**config.mk**
```make
export PLATFORM = sky130hd
export DESIGN_NAME = q_ram_row_reader
export DESIGN_NICKNAME = d
export VERILOG_FILES = /design/src/rtl/q_ram_row_reader_pkg.sv /design/src/rtl/q_ram_row_reader_row_serializer.sv /design/src/rtl/q_ram_row_reader.sv
export SDC_FILE = /design/constraint.sdc
export NUM_CORES = 1
export LEC_CHECK = 0
export CORE_MARGIN = 1.5
export CORE_UTILIZATION = 25
export DETAILED_ROUTE_END_ITERATION = 10
export GPL_TIMING_DRIVEN = 0
export PLACE_DENSITY = 0.57
export SKIP_CTS_REPAIR_TIMING = 1
export SYNTH_ARGS = -nofsm -noshare
export SYNTH_HDL_FRONTEND = slang
export SYNTH_SLANG_ARGS = --single-unit
```
**constraint.sdc**
```tcl
create_clock -name clk -period 1.8 [get_ports clk]
set_clock_uncertainty 0.05 [all_clocks]
set_input_delay 0.54 -clock clk [delete_from_list [all_inputs] [get_ports clk]]
set_output_delay 0.54 -clock clk [all_outputs]
set_load 0.02 [all_outputs]
```
**src/rtl/q_ram_row_reader_pkg.sv**
```systemverilog
// Shared constants, state encoding and address helper for the Q_RAM row readback engine.
// Row r of a matrix starts at word address r*MATRIX_DIM.
package q_ram_row_reader_pkg;
   localparam int WORD_LEN   = 16;
   localparam int MATRIX_DIM = 8;
   localparam int ADDR_BITS  = 7;
   localparam int ROW_W      = WORD_LEN * MATRIX_DIM;
   localparam int IDX_W      = $clog2(MATRIX_DIM);

   localparam logic [IDX_W-1:0] LAST_IDX = IDX_W'(MATRIX_DIM - 1);

   typedef enum logic [2:0] {
      IDLE,
      ISSUE,
      WAIT,
      STREAM,
      DONE
   } state_t;

   function automatic logic [ADDR_BITS-1:0] row_base(input logic [IDX_W-1:0] row);
      return ADDR_BITS'(row) * ADDR_BITS'(MATRIX_DIM);
   endfunction
endpackage

```
**src/rtl/q_ram_row_reader_row_serializer.sv**
```systemverilog
// Holds one captured Q_RAM row (real and imag) and emits it column 0 first under valid/ready.
// Outputs hold after the final column so the bubble between rows shows stable values.
module q_ram_row_reader_row_serializer
   import q_ram_row_reader_pkg::*;
(
   input  logic                clk,
   input  logic                rst,
   input  logic                flush,
   input  logic                load,
   input  logic [ROW_W-1:0]    real_row,
   input  logic [ROW_W-1:0]    imag_row,
   input  logic                out_ready,
   output logic                out_valid,
   output logic [WORD_LEN-1:0] out_real,
   output logic [WORD_LEN-1:0] out_imag,
   output logic [IDX_W-1:0]    out_col,
   output logic                row_end
);
   logic [ROW_W-1:0] real_sh_reg;
   logic [ROW_W-1:0] imag_sh_reg;
   logic [ROW_W-1:0] real_shifted;
   logic [ROW_W-1:0] imag_shifted;
   logic [IDX_W-1:0] col_reg;
   logic             valid_reg;

   genvar gi;
   generate
      for (gi = 0; gi < MATRIX_DIM; gi++) begin : g_shift
         if (gi < MATRIX_DIM - 1) begin : g_mid
            assign real_shifted[gi*WORD_LEN +: WORD_LEN] = real_sh_reg[(gi+1)*WORD_LEN +: WORD_LEN];
            assign imag_shifted[gi*WORD_LEN +: WORD_LEN] = imag_sh_reg[(gi+1)*WORD_LEN +: WORD_LEN];
         end else begin : g_top
            assign real_shifted[gi*WORD_LEN +: WORD_LEN] = '0;
            assign imag_shifted[gi*WORD_LEN +: WORD_LEN] = '0;
         end
      end
   endgenerate

   always_ff @(posedge clk) begin
      if (rst || flush) begin
         real_sh_reg <= '0;
         imag_sh_reg <= '0;
         col_reg     <= '0;
         valid_reg   <= 1'b0;
      end else if (load) begin
         real_sh_reg <= real_row;
         imag_sh_reg <= imag_row;
         col_reg     <= '0;
         valid_reg   <= 1'b1;
      end else if (valid_reg && out_ready) begin
         if (col_reg == LAST_IDX) begin
            valid_reg <= 1'b0;
         end else begin
            real_sh_reg <= real_shifted;
            imag_sh_reg <= imag_shifted;
            col_reg     <= col_reg + IDX_W'(1);
         end
      end
   end

   assign out_valid = valid_reg;
   assign out_real  = real_sh_reg[WORD_LEN-1:0];
   assign out_imag  = imag_sh_reg[WORD_LEN-1:0];
   assign out_col   = col_reg;
   assign row_end   = (col_reg == LAST_IDX);
endmodule

```
**src/rtl/q_ram_row_reader.sv**
```systemverilog
// Reads one Q_RAM matrix (M1 or M2) row by row and streams its complex elements in row-major order.
// The FSM owns addressing, bank selection and completion; the serializer owns the per-row beats.
module q_ram_row_reader
   import q_ram_row_reader_pkg::*;
(
   input  logic                 clk,
   input  logic                 rst,
   input  logic                 start,
   input  logic                 bank_sel,
   input  logic                 abort,
   output logic [ADDR_BITS-1:0] Dir_M1,
   output logic [ADDR_BITS-1:0] Dir_M2,
   input  logic [ROW_W-1:0]     Br_m1,
   input  logic [ROW_W-1:0]     Bi_m1,
   input  logic [ROW_W-1:0]     Br_m2,
   input  logic [ROW_W-1:0]     Bi_m2,
   output logic                 out_valid,
   input  logic                 out_ready,
   output logic [WORD_LEN-1:0]  out_real,
   output logic [WORD_LEN-1:0]  out_imag,
   output logic [IDX_W-1:0]     out_row,
   output logic [IDX_W-1:0]     out_col,
   output logic                 out_last,
   output logic                 busy,
   output logic                 done
);
   state_t               state_reg, state_next;
   logic [IDX_W-1:0]     row_reg, row_next;
   logic                 bank_reg, bank_next;
   logic [ADDR_BITS-1:0] dir_m1_reg, dir_m1_next;
   logic [ADDR_BITS-1:0] dir_m2_reg, dir_m2_next;
   logic                 load, flush, beat, row_end;

   assign beat = out_valid && out_ready;

   always_comb begin
      state_next  = state_reg;
      row_next    = row_reg;
      bank_next   = bank_reg;
      dir_m1_next = dir_m1_reg;
      dir_m2_next = dir_m2_reg;
      load        = 1'b0;
      flush       = 1'b0;
      case (state_reg)
         IDLE: begin
            if (start && !abort) begin
               bank_next  = bank_sel;
               row_next   = '0;
               state_next = ISSUE;
            end
         end
         ISSUE:  state_next = WAIT;
         WAIT: begin
            load       = 1'b1;
            state_next = STREAM;
         end
         STREAM: begin
            if (beat && row_end) begin
               if (row_reg == LAST_IDX) begin
                  state_next = DONE;
               end else begin
                  row_next   = row_reg + IDX_W'(1);
                  state_next = ISSUE;
                  if (bank_reg) dir_m2_next = row_base(row_reg + IDX_W'(1));
                  else          dir_m1_next = row_base(row_reg + IDX_W'(1));
               end
            end
         end
         DONE: begin
            state_next  = IDLE;
            row_next    = '0;
            dir_m1_next = '0;
            dir_m2_next = '0;
            flush       = 1'b1;
         end
         default: state_next = IDLE;
      endcase
      // Abort wins over any beat acceptance and leaves every output at its idle value.
      if (abort && state_reg != IDLE) begin
         state_next  = IDLE;
         row_next    = '0;
         bank_next   = 1'b0;
         dir_m1_next = '0;
         dir_m2_next = '0;
         load        = 1'b0;
         flush       = 1'b1;
      end
   end

   always_ff @(posedge clk) begin
      if (rst) begin
         state_reg  <= IDLE;
         row_reg    <= '0;
         bank_reg   <= 1'b0;
         dir_m1_reg <= '0;
         dir_m2_reg <= '0;
      end else begin
         state_reg  <= state_next;
         row_reg    <= row_next;
         bank_reg   <= bank_next;
         dir_m1_reg <= dir_m1_next;
         dir_m2_reg <= dir_m2_next;
      end
   end

   q_ram_row_reader_row_serializer u_row_serializer (
      .clk       (clk),
      .rst       (rst),
      .flush     (flush),
      .load      (load),
      .real_row  (bank_reg ? Br_m2 : Br_m1),
      .imag_row  (bank_reg ? Bi_m2 : Bi_m1),
      .out_ready (out_ready),
      .out_valid (out_valid),
      .out_real  (out_real),
      .out_imag  (out_imag),
      .out_col   (out_col),
      .row_end   (row_end)
   );

   assign Dir_M1   = dir_m1_reg;
   assign Dir_M2   = dir_m2_reg;
   assign out_row  = row_reg;
   assign out_last = out_valid && row_end && (row_reg == LAST_IDX);
   assign busy     = (state_reg != IDLE);
   assign done     = (state_reg == DONE);
endmodule

```
; ---- Word level (Yosys, flattened, before mapping)
; Index checks and enable logic that the tools add are counted.
; W data, S select, Z words.
[totals]
inputBits = 518
out_inout_bits = 56
elab_cells = 79
regBits = 281
[op_classes]
eq_ne = 12
reduce_logical = 24
n_mux = 31
add_sub_neg = 2
bitwise = 1
[ops]
columns = cell, n
row1 = $mux W128, 8
row2 = $mux W7, 6
row3 = $pmux W7 S2, 2
row4 = $mux W3, 6
row5 = $ne A2 B2 Y1 const B, 6
row6 = $pmux W3 S4, 1
row7 = $reduce_and A4 Y1, 3
row8 = $reduce_and A2 Y1, 5
row9 = $eq A3 B3 Y1 const B, 3
row10 = $pmux W3 S3, 1
row11 = $mux W1, 7
row12 = $add A3 B1 Y3 const B, 2
row13 = $eq A3 B2 Y1 const B, 2
row14 = $logic_and A1 B1 Y1, 6
row15 = $reduce_bool A2 Y1, 3
row16 = $reduce_bool A3 Y1, 2
row17 = $reduce_or A2 Y1, 2
row18 = $eq A3 B1 Y1 const B, 1
row19 = $logic_not A3 Y1, 1
row20 = $logic_not A1 Y1, 1
row21 = $logic_or A1 B1 Y1, 1
row22 = $not A1 Y1, 1

; ---- Longest topological paths before layout
; Gate-level depths: netlist of run 1.
[logic_depth]
depth_word = 5
mapped_depth = 8
ltp_nobuf = 6

; ---- By module
; From an unflattened synthesis of run 1, not the netlist that was laid out.
[hier_totals]
cells_unflattened = 1813
area_unflattened_um2 = 15890.2
[by_module_without_submodules]
columns = mod, area_each_um2, seq_area_each_um2, cells_each, instances
row1 = q_ram_row_reader_row_serializer, 12096.6, 5205.0, 1438, 1
row2 = q_ram_row_reader, 3793.6, 260.2, 375, 1

; ---- Worst setup path after synthesis of run 1
; No wires, ideal clock.
[synth_path]
kind = reg-to-reg
startpoint = reg u_row_serializer.col_reg[0], in the netlist u_row_serializer.out_col[0]
endpoint = reg u_row_serializer.imag_sh_reg[40]
slack_ns = -0.249
setup_time_ns = 0.074
stages_incl_launch_ff = 9
arrival_ns = 1.925
path_cell_list = dfxtp_1 ha_1 ha_1 and3b_1 buf_2 buf_2 clkbuf_1 nand2_1 a31oi_1
[synth_between]
elab_chain_cells = 3
[synth_lines]
columns = item, line
row1 = from (decl), q_ram_row_reader_row_serializer.sv:23  ; logic [IDX_W-1:0] col_reg;
row2 = from (signal assigned), q_ram_row_reader_row_serializer.sv:56  ; col_reg <= col_reg + IDX_W'(1);
row3 = $eq A3 B3 Y1, q_ram_row_reader_row_serializer.sv:51  ; if (col_reg == LAST_IDX) begin
row4 = $ne A2 B2 Y1 (no line), -
row5 = $reduce_and A2 Y1 (no line), -
row6 = to (signal assigned), q_ram_row_reader_row_serializer.sv:47  ; imag_sh_reg <= imag_row;
row7 = to (signal assigned), q_ram_row_reader_row_serializer.sv:55  ; imag_sh_reg <= imag_shifted;
row8 = to (decl), q_ram_row_reader_row_serializer.sv:20  ; logic [ROW_W-1:0] imag_sh_reg;
; Every way passes these cells.
; A chain may end at the register's enable or synchronous reset.

; ---- Worst setup path in the final report of run 1
[layout_path]
startpoint = reg row_reg[0], in the netlist out_row[0]
endpoint = out out_last
[layout_between]
elab_chain_cells = 2
[layout_lines]
columns = item, line
row1 = from (decl), q_ram_row_reader.sv:28  ; logic [IDX_W-1:0] row_reg, row_next;
row2 = from (signal assigned), q_ram_row_reader.sv:99  ; row_reg <= row_next;
row3 = $eq A3 B3 Y1, q_ram_row_reader.sv:124  ; assign out_last = out_valid && row_end && (row_reg == LAST_IDX);
row4 = $logic_and A1 B1 Y1, q_ram_row_reader.sv:124
row5 = to (decl), q_ram_row_reader.sv:23  ; output logic out_last,
; Every way passes these cells.

==> results.json, run 1 <==
{
  "max_cap_violations": 0,
  "crit_path_end_kind": "output port",
  "reg2reg_depth": 9,
  "worstPathArrival_ns": 1.51,
  "clock-root-buffer": "clkbuf_16",
  "drv_slew": 0,
  "fmax_mhz": 477,
  "worst_pin_slew_ns": 0.683,
  "ys_seq_area_share_pct": 37.4,
  "cts_tree": "done",
  "final_common_cell": "clkdlybuf4s50_1",
  "synth_fa_ha_area_share_pct": 0.343,
  "gp_congestion": 0.878,
  "ys_types": 40,
  "worstHoldPathCells": 2,
  "core_area_sq_mm": 0.0577,
  "critPathKind": "reg -> out",
  "drc": 0,
  "grt_pass1_wl_microns": 89000,
  "synth-compound-area-share_pct": 19.1,
  "fin_crit_sh_pct": 117,
  "start_kind": "flip-flop",
  "nFillCells": 5703,
  "die-area_sq_mm": 0.0598,
  "worst-r2r-setup-slack_ns": -0.23,
  "cp_slowest_cell": "dfxtp_4",
  "min_from": "rst",
  "synth_xor_area_share_pct": 0.0600,
  "row_count": 88,
  "drt_iter0_drc": 786,
  "async_flop_share_pct": 0,
  "hold_viol": 0,
  "cts.sinks": 273,
  "fin_crit_ns": 2.10,
  "crit_path_frequent_cell": "ha_4",
  "rsz0062_at_grt": "yes",
  "grt_max_degree": 13,
  "worst_slack_ns": -0.298,
  "ys_ff_latch": 273,
  "finalPower_w": 0.0158,
  "io_buffers": 564,
  "htree_levels": 2,
  "clock_path_buffers": 3,
  "peakVddDrop_uv": 545,
  "grt_use_total_pct": 19.4,
  "ys_warn_count": 0,
  "synthCells": 1807,
  "drt_pre_antenna_iters": 5,
  "status": "complete, but fails checks",
  "die_width_microns": 245,
  "top_level_ports": 574,
  "final.setup.tns_ns": -28.56,
  "netlist_area_sq_mm": 0.0146,
  "synth_top_family_by_area": "multiplexers",
  "vias_per_cell": 4.79,
  "grt_pass1_vias": 15400,
  "finalWirelength_microns": 64100,
  "ys.flop_type": "dfxtp_1",
  "numCtsBuffers": 34,
  "max_stage_delay_ns": 0.35,
  "stdcell_count": 3241,
  "required_ns": 1.21,
  "synth_edf_count": 0,
  "drive_gt1_share_pct": 25.2,
  "setup_viol": 258,
  "r2r-end": "u_row_serializer.real_sh_reg[96]$_SDFFE_PP0P_",
  "insertedDiodeCount": 0,
  "final_nets": 2976,
  "insertion_delay_ns": 0.53,
  "worstHoldEndpoint": "bank_reg$_SDFFE_PP0P_",
  "hpwl_microns": 50200,
  "antenna_found_initial": 1,
  "crit_fanout": 3,
  "start_util_pct": 25.3,
  "path_delay_family": "flip-flops",
  "p_leak_nw": 9.20,
  "multi_input_area_sq_mm": 0.00873,
  "wire_per_inst_microns": 19.8,
  "num_vias": 15500,
  "yosys.area_share.simple_pct": 14.9,
  "regArea_sq_mm": 0.00548,
  "synthToLayoutAreaGrowth_pct": 67.3,
  "dpl_cell_area_sq_mm": 0.0213,
  "worst-path-buf-inv": 1,
  "fp.dieH_microns": 245,
  "clkTransAtPathRegs_ns": 0.06,
  "syn_area_per_cell_sq_um": 8.08,
  "final_area_sq_mm": 0.0244,
  "hold_path.class": "in -> reg",
  "gr-total-overflow": 0,
  "yosys-mux-area-fraction_pct": 20.1,
  "ant_nets": 0,
  "dp.cells": 3143,
  "r2r_start": "state_reg[0]$_SDFFE_PP0P_",
  "mostFrequentLayoutCells": "515 x clkdlybuf4s50_1, 459 x nand2_1, 266 x dfxtp_1, 224 x mux2_2, 199 x a31oi_1",
  "p_per_area_mw_per_mm2": 648,
  "cp_cell_sequence": "ha_4 > ha_4 > and3_4 > buf_6",
  "violations": "setup timing",
  "max_slew_margin_pct": 54.0
}
worst max path at each step:
| stage | cells after the start | end | start |
|---|---|---|---|
| 6_report | 4 | out_last | out_row[0]$_SDFFE_PP0P_ |
| 5_1_grt | 4 | out_last | out_row[0]$_SDFFE_PP0P_ |
| 4_1_cts | 4 | out_last | out_row[0]$_SDFFE_PP0P_ |
| 3_5_place_dp | 7 | u_row_serializer.real_sh_reg[103]$_SDFFE_PP0P_ | out_ready |
| 3_3_place_gp | 7 | u_row_serializer.real_sh_reg[56]$_SDFFE_PP0P_ | out_ready |
| 2_1_floorplan | 6 | u_row_serializer.imag_sh_reg[101]$_SDFFE_PP0P_ | abort |
report_power, final:
part / leakage, nW / internal (W) / switching (W) / total, W
Clock: 0.540 / 0.00405 / 0.00270 / 0.00675
Combinational: 6.45 / 0.00180 / 0.00109 / 0.00289
Sequential: 2.21 / 0.00612 / 0.0000576 / 0.00618
layout make-up:
type	count	area share [%]
buffer	206	7.12
clock buffer	49	4.14
clock inverter	9	0.333
inverter	2	0.0307
multi-input combinational	1331	35.7
sequential	273	22.5
tap	765	3.92
timing repair buffer	606	26.3
stage by stage:
stage          util (%)  setup WS, ns  hold slack, ns
3_5_place_dp       37.0         -1.14           0.406
3_3_place_gp       37.0         -1.11           0.402
2_1_floorplan         -       -0.0177           0.390
4_1_cts            38.9        -0.902           0.304
5_1_grt            42.3        -0.341           0.374
6_report           42.3        -0.298           0.377
Yosys cell counts, types with 9 or more instances:
cell type | number | area [sq um]
buf_2 | 25 | 125
dfxtp_1 | 273 | 5470
buf_4 | 43 | 323
buf_6 | 24 | 270
nand2_1 | 461 | 1730
nor2_1 | 69 | 259
a21oi_1 | 37 | 185
mux2_2 | 224 | 2520
a31oi_1 | 225 | 1410
o21ai_0 | 178 | 891
o21ai_1 | 50 | 250
clkbuf_2 | 9 | 45.0
clkbuf_1 | 104 | 390
mux2i_1 | 41 | 410
metal layers:
| layer | up-vias | global-route usage, % | part of all wire (%) |
|---|---|---|---|
| met2 | 565 | 33.7 | 48 |
| met1 | 7244 | 24.6 | 44 |
| met4 | 0 | 5.30 | 2.0 |
| met5 | - | 0 | 0 |
| li1 | 7628 | - | - |
| met3 | 77 | 3.33 | 6.1 |
cells by family (layout without fill, tap and decap cells):
logic type                 Yosys count  in the layout
adders and majority gates            4              4
muxes                              265            265
and+or+nand+nor                    556            556
xor gates and xnor gates             1              1
DFF                                273            273
AOI/OAI and AO/OA                  497            497
other                                1              8
buffers and inverters              210            872
No activity file was read; power rests on OpenSTA's default activity.
==> inputs of run 2 (changes only) <==
--- a/config.mk
+++ b/config.mk
@@ -5,11 +5,11 @@
 export SDC_FILE = /design/constraint.sdc
 export NUM_CORES = 1
 export LEC_CHECK = 0
-export CORE_MARGIN = 1.5
-export CORE_UTILIZATION = 25
+export CORE_AREA = 2 2 225 227
 export DETAILED_ROUTE_END_ITERATION = 10
+export DIE_AREA = 0 0 227 229
 export GPL_TIMING_DRIVEN = 0
-export PLACE_DENSITY = 0.57
+export PLACE_DENSITY = 0.64
 export SKIP_CTS_REPAIR_TIMING = 1
 export SYNTH_ARGS = -nofsm -noshare
 export SYNTH_HDL_FRONTEND = slang
==> results.json, run 2 (synthesized netlist as in run 1, its figures left out) <==
{
  "hpwl_microns": 49000,
  "path_delay_family": "flip-flops",
  "final_common_cell": "clkdlybuf4s50_1",
  "worst-path-buf-inv": 1,
  "p_sw_share_pct": 24.1,
  "max_slew_margin_pct": 56.8,
  "top_usage_layer": "met2",
  "crit_cells": 4,
  "ant_nets": 0,
  "worst-r2r-setup-slack_ns": -0.25,
  "num_vias": 15700,
  "row_count": 82,
  "grt_pass1_vias": 15400,
  "drt_iter0_drc": 1049,
  "gp_congestion": 0.904,
  "gr-total-overflow": 0,
  "p_per_area_mw_per_mm2": 628,
  "max_cap_violations": 0,
  "die_width_microns": 227,
  "clock_path_buffers": 3,
  "dp.cells": 3050,
  "fin_crit_sh_pct": 118,
  "start_util_pct": 29.4,
  "synthToLayoutAreaGrowth_pct": 70.1,
  "use_met1_pct": 27.9,
  "setup_viol": 270,
  "hold_path.class": "in -> reg",
  "top_level_ports": 574,
  "rsz0062_at_grt": "yes",
  "drv_slew": 0,
  "use_met2_pct": 38.5,
  "fin_crit_ns": 2.12,
  "violations": "setup timing",
  "seq_power_share_pct": 39.6,
  "worstHoldPathCells": 2,
  "max_stage_delay_ns": 0.36,
  "final.setup.tns_ns": -29.39,
  "final_area_sq_mm": 0.0248,
  "clock-root-buffer": "clkbuf_16",
  "crit_fanout": 4,
  "pwr-share-comb_pct": 19.8,
  "worst_pin_slew_ns": 0.642,
  "required_ns": 1.21,
  "start_kind": "flip-flop",
  "vias_per_cell": 5.00,
  "grt_pass1_wl_microns": 87300,
  "antenna_found_initial": 1,
  "die-area_sq_mm": 0.0520,
  "insertion_delay_ns": 0.57,
  "drc": 0,
  "p_clk_share_pct": 40.5,
  "p_leak_nw": 9.31,
  "insertedDiodeCount": 0,
  "grt_max_degree": 15,
  "crit_path_end_kind": "output port",
  "drt_pre_antenna_iters": 5,
  "cts.sinks": 273,
  "worst_slack_ns": -0.321,
  "mostFrequentLayoutCells": "516 x clkdlybuf4s50_1, 458 x nand2_1, 266 x dfxtp_1, 224 x mux2_2, 195 x a31oi_1",
  "crit_path_frequent_cell": "ha_4",
  "dpl_cell_area_sq_mm": 0.0212,
  "finalWirelength_microns": 63900,
  "nFillCells": 4714,
  "fmax_mhz": 472,
  "peakVddDrop_uv": 596,
  "critPathKind": "reg -> out",
  "cp_slowest_cell": "dfxtp_4",
  "wire_per_inst_microns": 20.4,
  "internal_power_w": 0.0118,
  "cp_cell_sequence": "ha_4 > ha_4 > and3_4 > buf_6",
  "htree_levels": 1,
  "core_area_sq_mm": 0.0497,
  "status": "complete, but fails checks",
  "final_nets": 2972,
  "grt_use_total_pct": 21.8,
  "hold_viol": 0,
  "cts_tree": "done",
  "clkTransAtPathRegs_ns": 0.06,
  "numCtsBuffers": 31,
  "io_buffers": 564,
  "drive_gt1_share_pct": 28.1,
  "reg2reg_depth": 10,
  "stdcell_count": 3142,
  "p_sw_w": 0.00376,
  "fp.dieH_microns": 229,
  "worstPathArrival_ns": 1.53,
  "grt_use_met3_pct": 2.71
}
run 2: path summary, 6_finish.rpt:
path | from | end
setup reg to reg | state_reg[0]$_SDFFE_PP0P_ | u_row_serializer.real_sh_reg[66]$_SDFFE_PP0P_
setup / recovery | u_row_serializer.out_col[0]$_SDFFE_PP0P_ | out_last
hold / removal | rst | bank_reg$_SDFFE_PP0P_
hold reg to reg | Dir_M2[5]$_SDFFE_PP0P_ | Dir_M2[5]$_SDFFE_PP0P_
run 2: power groups by stage:
| stage | registers [W] | clock network (W) | logic (W) |
|---|---|---|---|
| final | 0.00618 | 0.00632 | 0.00309 |
| after global routing | 0.00618 | 0.00668 | 0.00326 |
| after CTS | 0.00618 | 0.00643 | 0.00256 |
| after floorplan | 0.00629 | 0 | 0.000999 |
| after detailed placement | 0.00631 | 0 | 0.00255 |
| after global placement | 0.00631 | 0 | 0.00252 |
run 2: layer usage:
metal	part of all wire [%]	wire (microns)
met4	2.4	1510
met3	6.1	3890
met2	49	31400
met5	0	0
met1	42	27200
run 2: worst register-to-register path, delay by kind of cell (launching register included):
kind | cells | cell delay, ns
buf+inv | 6 | 0.94
compound gates | 3 | 0.43
flops | 1 | 0.32
simple gates | 1 | 0.26
run 2: layout make-up:
class,count,area [sq um],area share [%]
buffer,206,1860,7.48
clock buffer,46,892,3.59
clock inverter,7,115,0.464
inverter,2,7.51,0.0302
multi-input combinational,1331,9140,36.8
sequential,273,5480,22.1
tap,672,841,3.39
timing repair buffer,605,6490,26.1
run 2: metrics by stage:
| stage | worst slack [ns] | total power (W) | utilization, % | hold WS, ns |
|---|---|---|---|---|
| after floorplan | -0.0177 | 0.00729 | - | 0.390 |
| after global placement | -1.10 | 0.00884 | 42.7 | 0.400 |
| after detailed placement | -1.12 | 0.00886 | 42.7 | 0.399 |
| after CTS | -0.920 | 0.0152 | 44.7 | 0.249 |
| after global routing | -0.362 | 0.0161 | 50.0 | 0.325 |
| final | -0.321 | 0.0156 | 50.0 | 0.314 |
==> inputs of run 3 (changes only) <==
--- a/config.mk
+++ b/config.mk
@@ -11,6 +11,7 @@
 export GPL_TIMING_DRIVEN = 0
 export PLACE_DENSITY = 0.64
 export SKIP_CTS_REPAIR_TIMING = 1
+export SLEW_MARGIN = 20
 export SYNTH_ARGS = -nofsm -noshare
 export SYNTH_HDL_FRONTEND = slang
 export SYNTH_SLANG_ARGS = --single-unit
==> results of run 3 <==
Same layout as run 2: the final DEF is identical, and so are final timing and power.
